==> src/rtl/apb_timer_event_cond_if.sv <==
// APB slave bus bundle for the timer event conditioner.
// It carries the APB request signals and the response signals.
interface apb_timer_event_cond_if #(
  parameter int APB_ADDR_WIDTH = 12
);
  logic [APB_ADDR_WIDTH-1:0] PADDR_i;
  logic [31:0]               PWDATA_i;
  logic                      PWRITE_i;
  logic                      PSEL_i;
  logic                      PENABLE_i;
  logic [31:0]               PRDATA_o;
  logic                      PREADY_o;
  logic                      PSLVERR_o;

  modport slave (
    input  PADDR_i, PWDATA_i, PWRITE_i, PSEL_i, PENABLE_i,
    output PRDATA_o, PREADY_o, PSLVERR_o
  );

  modport master (
    output PADDR_i, PWDATA_i, PWRITE_i, PSEL_i, PENABLE_i,
    input  PRDATA_o, PREADY_o, PSLVERR_o
  );
endinterface

==> src/rtl/apb_timer_event_cond.sv <==
// Event conditioner for the APB timer's event_lo/event_hi inputs: pin select, 2-flop sync,
// optional glitch filter (TIMER_EVT_FILTER_EN), edge qualification, SW trigger and W1C status.
module apb_timer_event_cond #(
  parameter int APB_ADDR_WIDTH = 12,
  parameter int N_EXT          = 4,
  parameter int FILT_W         = 8
) (
  input  logic                 clk_i,
  input  logic                 rst_i,
  apb_timer_event_cond_if.slave apb,
  input  logic [N_EXT-1:0]     ext_evt_i,
  output logic                 event_lo_o,
  output logic                 event_hi_o
);

  localparam logic [3:0] A_CFG_LO = 4'h0;
  localparam logic [3:0] A_CFG_HI = 4'h4;
  localparam logic [3:0] A_SWTRIG = 4'h8;
  localparam logic [3:0] A_STATUS = 4'hC;

  logic [3:0]       addr;
  logic             wr_en;
  logic             rd_en;
  logic [1:0]       cfg_wr;
  logic [1:0]       sw_trig;
  logic [1:0]       st_clr;
  logic [1:0]       trans;
  logic [1:0][3:0]  src_q, src_d;
  logic [1:0][1:0]  mode_q, mode_d;
  logic [1:0]       s1_q, s1_d;
  logic [1:0]       s2_q, s2_d;
  logic [1:0]       f_q, f_d;
  logic [1:0][1:0]  warm_q, warm_d;
  logic [1:0]       ev_q, ev_d;
  logic [1:0]       status_q, status_d;
`ifdef TIMER_EVT_FILTER_EN
  logic [1:0][FILT_W-1:0] flen_q, flen_d;
  logic [1:0][FILT_W-1:0] cnt_q, cnt_d;
`else
  localparam int unused_filt_w = FILT_W;
`endif
  logic [31:0]      rdata;
  logic             unused_bits;

  assign addr  = apb.PADDR_i[3:0];
  assign wr_en = apb.PSEL_i & apb.PENABLE_i & apb.PWRITE_i;
  assign rd_en = apb.PSEL_i & ~apb.PWRITE_i;
  assign unused_bits = ^{apb.PADDR_i[APB_ADDR_WIDTH-1:0], apb.PWDATA_i};

  always_comb begin
    src_d    = src_q;
    mode_d   = mode_q;
    s1_d     = '0;
    s2_d     = s1_q;
    f_d      = f_q;
    warm_d   = warm_q;
    status_d = status_q;
    cfg_wr   = '0;
    sw_trig  = '0;
    st_clr   = '0;
    trans    = '0;
    ev_d     = '0;
`ifdef TIMER_EVT_FILTER_EN
    flen_d   = flen_q;
    cnt_d    = cnt_q;
`endif
    for (int ch = 0; ch < 2; ch++) begin
      cfg_wr[ch]  = wr_en && (addr == ((ch == 0) ? A_CFG_LO : A_CFG_HI));
      sw_trig[ch] = wr_en && (addr == A_SWTRIG) && apb.PWDATA_i[ch];
      st_clr[ch]  = wr_en && (addr == A_STATUS) && apb.PWDATA_i[ch];
      if (cfg_wr[ch]) begin
        src_d[ch]  = apb.PWDATA_i[3:0];
        mode_d[ch] = apb.PWDATA_i[5:4];
`ifdef TIMER_EVT_FILTER_EN
        flen_d[ch] = apb.PWDATA_i[8 +: FILT_W];
`endif
      end
      // The first sync flop samples the newly written source so warmup covers the whole chain.
      for (int i = 0; i < N_EXT; i++) begin
        if (src_d[ch] == 4'(i)) s1_d[ch] = ext_evt_i[i];
      end

      if (cfg_wr[ch]) begin
        f_d[ch]    = s2_q[ch];
        warm_d[ch] = 2'd2;
`ifdef TIMER_EVT_FILTER_EN
        cnt_d[ch]  = '0;
`endif
      end else if (warm_q[ch] != 2'd0) begin
        f_d[ch]    = s2_q[ch];
        warm_d[ch] = warm_q[ch] - 2'd1;
`ifdef TIMER_EVT_FILTER_EN
        cnt_d[ch]  = '0;
`endif
      end else if (s2_q[ch] == f_q[ch]) begin
`ifdef TIMER_EVT_FILTER_EN
        cnt_d[ch]  = '0;
`endif
      end else begin
`ifdef TIMER_EVT_FILTER_EN
        if (cnt_q[ch] == flen_q[ch]) begin
          f_d[ch]   = s2_q[ch];
          cnt_d[ch] = '0;
          trans[ch] = 1'b1;
        end else begin
          cnt_d[ch] = cnt_q[ch] + FILT_W'(1);
        end
`else
        f_d[ch]   = s2_q[ch];
        trans[ch] = 1'b1;
`endif
      end

      // MODE bit 0 enables rising, bit 1 falling; the new level tells which edge it was.
      ev_d[ch] = (trans[ch] & (s2_q[ch] ? mode_q[ch][0] : mode_q[ch][1])) | sw_trig[ch];
      status_d[ch] = (status_q[ch] & ~st_clr[ch]) | ev_q[ch];
    end
  end

  always_comb begin
    rdata = '0;
    if (rd_en) begin
      case (addr)
        A_CFG_LO, A_CFG_HI: begin
          rdata[3:0] = src_q[addr[2]];
          rdata[5:4] = mode_q[addr[2]];
`ifdef TIMER_EVT_FILTER_EN
          rdata[8 +: FILT_W] = flen_q[addr[2]];
`endif
        end
        A_STATUS: rdata[1:0] = status_q;
        default:  rdata = '0;
      endcase
    end
  end

  assign apb.PRDATA_o  = rdata;
  assign apb.PREADY_o  = 1'b1;
  assign apb.PSLVERR_o = 1'b0;
  assign event_lo_o    = ev_q[0];
  assign event_hi_o    = ev_q[1];

  always_ff @(posedge clk_i or posedge rst_i) begin
    if (rst_i) begin
      src_q    <= '0;
      mode_q   <= '0;
      s1_q     <= '0;
      s2_q     <= '0;
      f_q      <= '0;
      warm_q   <= {2'd2, 2'd2};
      ev_q     <= '0;
      status_q <= '0;
`ifdef TIMER_EVT_FILTER_EN
      flen_q   <= '0;
      cnt_q    <= '0;
`endif
    end else begin
      src_q    <= src_d;
      mode_q   <= mode_d;
      s1_q     <= s1_d;
      s2_q     <= s2_d;
      f_q      <= f_d;
      warm_q   <= warm_d;
      ev_q     <= ev_d;
      status_q <= status_d;
`ifdef TIMER_EVT_FILTER_EN
      flen_q   <= flen_d;
      cnt_q    <= cnt_d;
`endif
    end
  end

endmodule

==> src/flat_wrapper.sv <==
// flat-port wrapper written by rule: the top's interface ports become plain ports
module apb_timer_event_cond_flat 
#(
  parameter int APB_ADDR_WIDTH = 12,
  parameter int N_EXT          = 4,
  parameter int FILT_W         = 8
)
  (clk_i, rst_i, ext_evt_i, event_lo_o, event_hi_o, apb_PADDR_i, apb_PWDATA_i, apb_PWRITE_i, apb_PSEL_i, apb_PENABLE_i, apb_PRDATA_o, apb_PREADY_o, apb_PSLVERR_o);
  apb_timer_event_cond_if #(.APB_ADDR_WIDTH(APB_ADDR_WIDTH)) apb_i ();
  input  logic clk_i;
  input  logic rst_i;
  input  logic [N_EXT-1:0] ext_evt_i;
  output logic event_lo_o;
  output logic event_hi_o;
  input wire logic [$bits(apb_i.PADDR_i)-1:0] apb_PADDR_i;
  input wire logic [$bits(apb_i.PWDATA_i)-1:0] apb_PWDATA_i;
  input wire logic [$bits(apb_i.PWRITE_i)-1:0] apb_PWRITE_i;
  input wire logic [$bits(apb_i.PSEL_i)-1:0] apb_PSEL_i;
  input wire logic [$bits(apb_i.PENABLE_i)-1:0] apb_PENABLE_i;
  output wire logic [$bits(apb_i.PRDATA_o)-1:0] apb_PRDATA_o;
  output wire logic [$bits(apb_i.PREADY_o)-1:0] apb_PREADY_o;
  output wire logic [$bits(apb_i.PSLVERR_o)-1:0] apb_PSLVERR_o;
  assign apb_i.PADDR_i = apb_PADDR_i;
  assign apb_i.PWDATA_i = apb_PWDATA_i;
  assign apb_i.PWRITE_i = apb_PWRITE_i;
  assign apb_i.PSEL_i = apb_PSEL_i;
  assign apb_i.PENABLE_i = apb_PENABLE_i;
  assign apb_PRDATA_o = apb_i.PRDATA_o;
  assign apb_PREADY_o = apb_i.PREADY_o;
  assign apb_PSLVERR_o = apb_i.PSLVERR_o;
  apb_timer_event_cond #(.APB_ADDR_WIDTH(APB_ADDR_WIDTH), .N_EXT(N_EXT), .FILT_W(FILT_W)) u_core (.clk_i(clk_i), .rst_i(rst_i), .apb(apb_i), .ext_evt_i(ext_evt_i), .event_lo_o(event_lo_o), .event_hi_o(event_hi_o));
endmodule
==> config.mk <==
export PLATFORM = sky130hd
export DESIGN_NAME = apb_timer_event_cond_flat
export DESIGN_NICKNAME = d
export VERILOG_FILES = /design/src/rtl/apb_timer_event_cond_if.sv /design/src/rtl/apb_timer_event_cond.sv /design/src/flat_wrapper.sv
export SDC_FILE = /design/constraint.sdc
export NUM_CORES = 1
export LEC_CHECK = 0
export ABC_CLOCK_PERIOD_IN_PS = 2300
export CORE_UTILIZATION = 38
export DETAILED_ROUTE_END_ITERATION = 16
export GPL_ROUTABILITY_DRIVEN = 0
export PLACE_DENSITY = 0.91
export SYNTH_ARGS = -nofsm -noshare
export SYNTH_HDL_FRONTEND = slang
export SYNTH_SLANG_ARGS = --single-unit
==> constraint.sdc <==
create_clock -name clk_i -period 2.3 [get_ports clk_i]
set_input_delay 0.575 -clock clk_i [delete_from_list [all_inputs] [get_ports clk_i]]
set_output_delay 0.575 -clock clk_i [all_outputs]
set_load 0.01 [all_outputs]
==> results.ini <==
[critical_path]
crit_path_start_kind = primary input
criticalPathCategory = primary input to output pin
timing.critical_path.cells = buf_6 > or3b_4 > or3_4 > nor2_1 > buf_2
critical_path_required_ns = 1.73
worstPathArrival_ns = 1.70
slowest_delay_ns = 0.42
crit_fanout = 4
crit_path_top_delay_cell = or3_4
crit_path_end_kind = output pin

[cts]
clock_insertion_delay_worst_skew_ns = 0.27
hold_buf_count_cts = 0
tritoncts = yes
cts_root_buffer = clkbuf_8
clock_tree.htree_level_count = 1
clk_transition_reported_paths_ns = 0.09
cts_num_sinks = 26
numCtsBuffers = 3
clock_path_buffers = 2

[global_route]
grt_pass1_vias = 1113
largest_net_degree_at_the_start_of_global_routing = 27
grt_use_total_pct = 15.6
grt.met1_usage_pct = 19.3
grt-ovfl-total = 0
antenna_violations_before_repair = 0
grt_pass1_wl_um = 5070
gr_util_met2_pct = 26.8
globalRoute.busiestLayer = met2
grt.met3_usage_pct = 3.10

[placed_design]
portBuffers = 26
dp_slack_ns = -0.789
dp_hpwl_um = 2330

[drt]
vias = 1184
detail-route-antenna-nets = 0
drt_drc_violations_left = 0
wl_per_cell_um = 12.4
detailedRoute.firstIterationViolations = 28
routed_wirelength_um = 3120
via_per_inst = 4.72
drt_pass1_iterations = 4

[yosys]
synth_top_family_by_area = buffers and inverters
dominantRegCellSynth = dfrtp_1
synth_cells = 161
yosys.area_share.adder_pct = 1.62
syn_area_per_cell_um2 = 9.61
number_of_warning_messages_in_the_yosys_log = 0
post_synth_edffs = 0
synth.yosys.seq_area_share_pct = 42.2
synth_simple_gate_area_share_pct = 15.6
synth_mux_area_share_pct = 11.7
synth_compound_area_share_pct = 8.82
ys_types = 36
async_flop_share_pct = 100
ys_seq_elements = 26
xor_xnor_cell_area_share_of_the_yosys_netlist_pct = 1.13
mappedNetlistArea_um2 = 1550

[outcome]
run_status = completed

[timing]
fin_worst_skew_ns = 0.00144
max_clock_freq_mhz = 439
setup_viol_count_final = 0
finalHoldViolations = 0
period_utilization_pct = 99.0
final.setup.worst_slack_ns = 0.0231
fin_setup_tns_ns = 0
final.min_clock_period_ns = 2.28
drv_slew = 0
rsz0062_at_grt = true

[cells_and_area]
final_common_cell = conb_1
fin_nets = 259
antenna_cells = 0
final_layout_size_suffix_gt1_share_pct = 26.6
most-common-layout-cells = conb_1, dfrtp_1, buf_4
synthToLayoutAreaGrowth_pct = 27.0

[power]
p_per_area_nw_per_um2 = 725
vdd.ir_drop.worst_v = 0.000325
power.leakage_nw = 0.992

[worst_hold_path]
worstHoldPathType = register to register

[floorplan]
core_area_um2 = 3770
boundaryPins = 89
die_height_um = 65.8
floorplan.die_area_um2 = 4330
row_count = 22
floorplan.initialDensity_pct = 41.0
die_x_um = 65.8

[run]
number_of_max_capacitance_violations_reported = 0

## report_power, final
group,internal (mW),switching (mW)
Combinational,0.208,0.194
Clock,0.233,0.145
Sequential,0.581,0.0622
## stage by stage
| step | hold slack [ns] | power [mW] | instance area (um2) | util, % | std cells |
|---|---|---|---|---|---|
| after floorplan | 0.331 | 0.957 | 1660 | - | 187 |
| after global placement | 0.336 | 1.01 | 1850 | 49.0 | 242 |
| after detailed placement | 0.336 | 1.05 | 1850 | 49.0 | 242 |
| after CTS | 0.357 | 1.44 | 1930 | 51.1 | 250 |
| after global routing | 0.368 | 1.52 | 1960 | 52.1 | 251 |
| final | 0.355 | 1.42 | 1960 | 52.1 | 251 |
## Yosys cell counts, types with 2 or more instances
cell type	n	area (um2)
buf_4	28	210
dfrtp_1	24	601
nand2_1	19	71.3
nor2_1	11	41.3
mux2i_1	10	100
inv_1	9	33.8
mux2_2	6	67.6
nor3_1	5	25.0
a21oi_1	4	20.0
clkbuf_1	4	15.0
a211oi_1	3	22.5
a21o_1	3	22.5
a31oi_1	2	12.5
buf_2	2	10.0
conb_1	2	7.51
dfstp_2	2	52.6
ha_1	2	25.0
nand3b_1	2	15.0
nand4_1	2	12.5
nor4_1	2	12.5
nor4b_1	2	17.5
o21ai_0	2	10.0
xor2_1	2	17.5
## sequential cells by signal, summed over array words and instances (netlist names)
signal / cells
u_core.s2_q: 2
u_core.status_q: 2
u_core.src_q: 8
u_core.ev_q: 2
u_core.warm_q: 4
u_core.mode_q: 4
u_core.f_q: 2
u_core.s1_q: 2
## worst paths after layout
path / startpoint / cells after the start / end / slack [ns]
max: apb_PADDR_i[1] / 5 / apb_PRDATA_o[4] / 0.02
min: u_core.s1_q[0] / 0 / u_core.s2_q[0] / 0.35
max reg2reg: u_core.warm_q[3] / 4 / u_core.warm_q[3] / 1.00
min reg2reg: u_core.s1_q[0] / 0 / u_core.s2_q[0] / 0.35
max in group asynchronous: rst_i / 3 / u_core.warm_q[3] / 1.36
min in group asynchronous: rst_i / 3 / u_core.src_q[7] / 0.64
## layout make-up
type                            count  area [um2]
Clock buffer                        3        41.3
Clock inverter                      1        30.0
Fill cell                         349        1810
Inverter                            9        33.8
Multi-Input combinational cell    116         743
Sequential cell                    26         653
Tap cell                           48        60.1
Timing Repair Buffer               48         403
## logic make-up after synthesis
family	after synthesis
adder cells (fa/ha/maj)	2
AND/OR/NAND/NOR	49
multiplexers	17
AO/OA/AOI/OAI	18
flip-flops	26
XOR/XNOR	2
buffers and inverters	45
other	2
## critical path: cells and delay by family
family	cells	cell delay (ns)
buffers and inverters	2	0.22
AND/OR/NAND/NOR	3	0.91
## layer usage
metal / routed length [um] / part of all wire, %
met1: 1320 / 42
met4: 48 / 1.5
met5: 0 / 0
met3: 132 / 4.2
met2: 1620 / 52
## timing repair
item,CTS,global route
setup endpoints to repair,13,6
buffers inserted,4,1
pin swaps,7,6
gates resized for setup,42,7
Power figures use the tool's default switching activity.
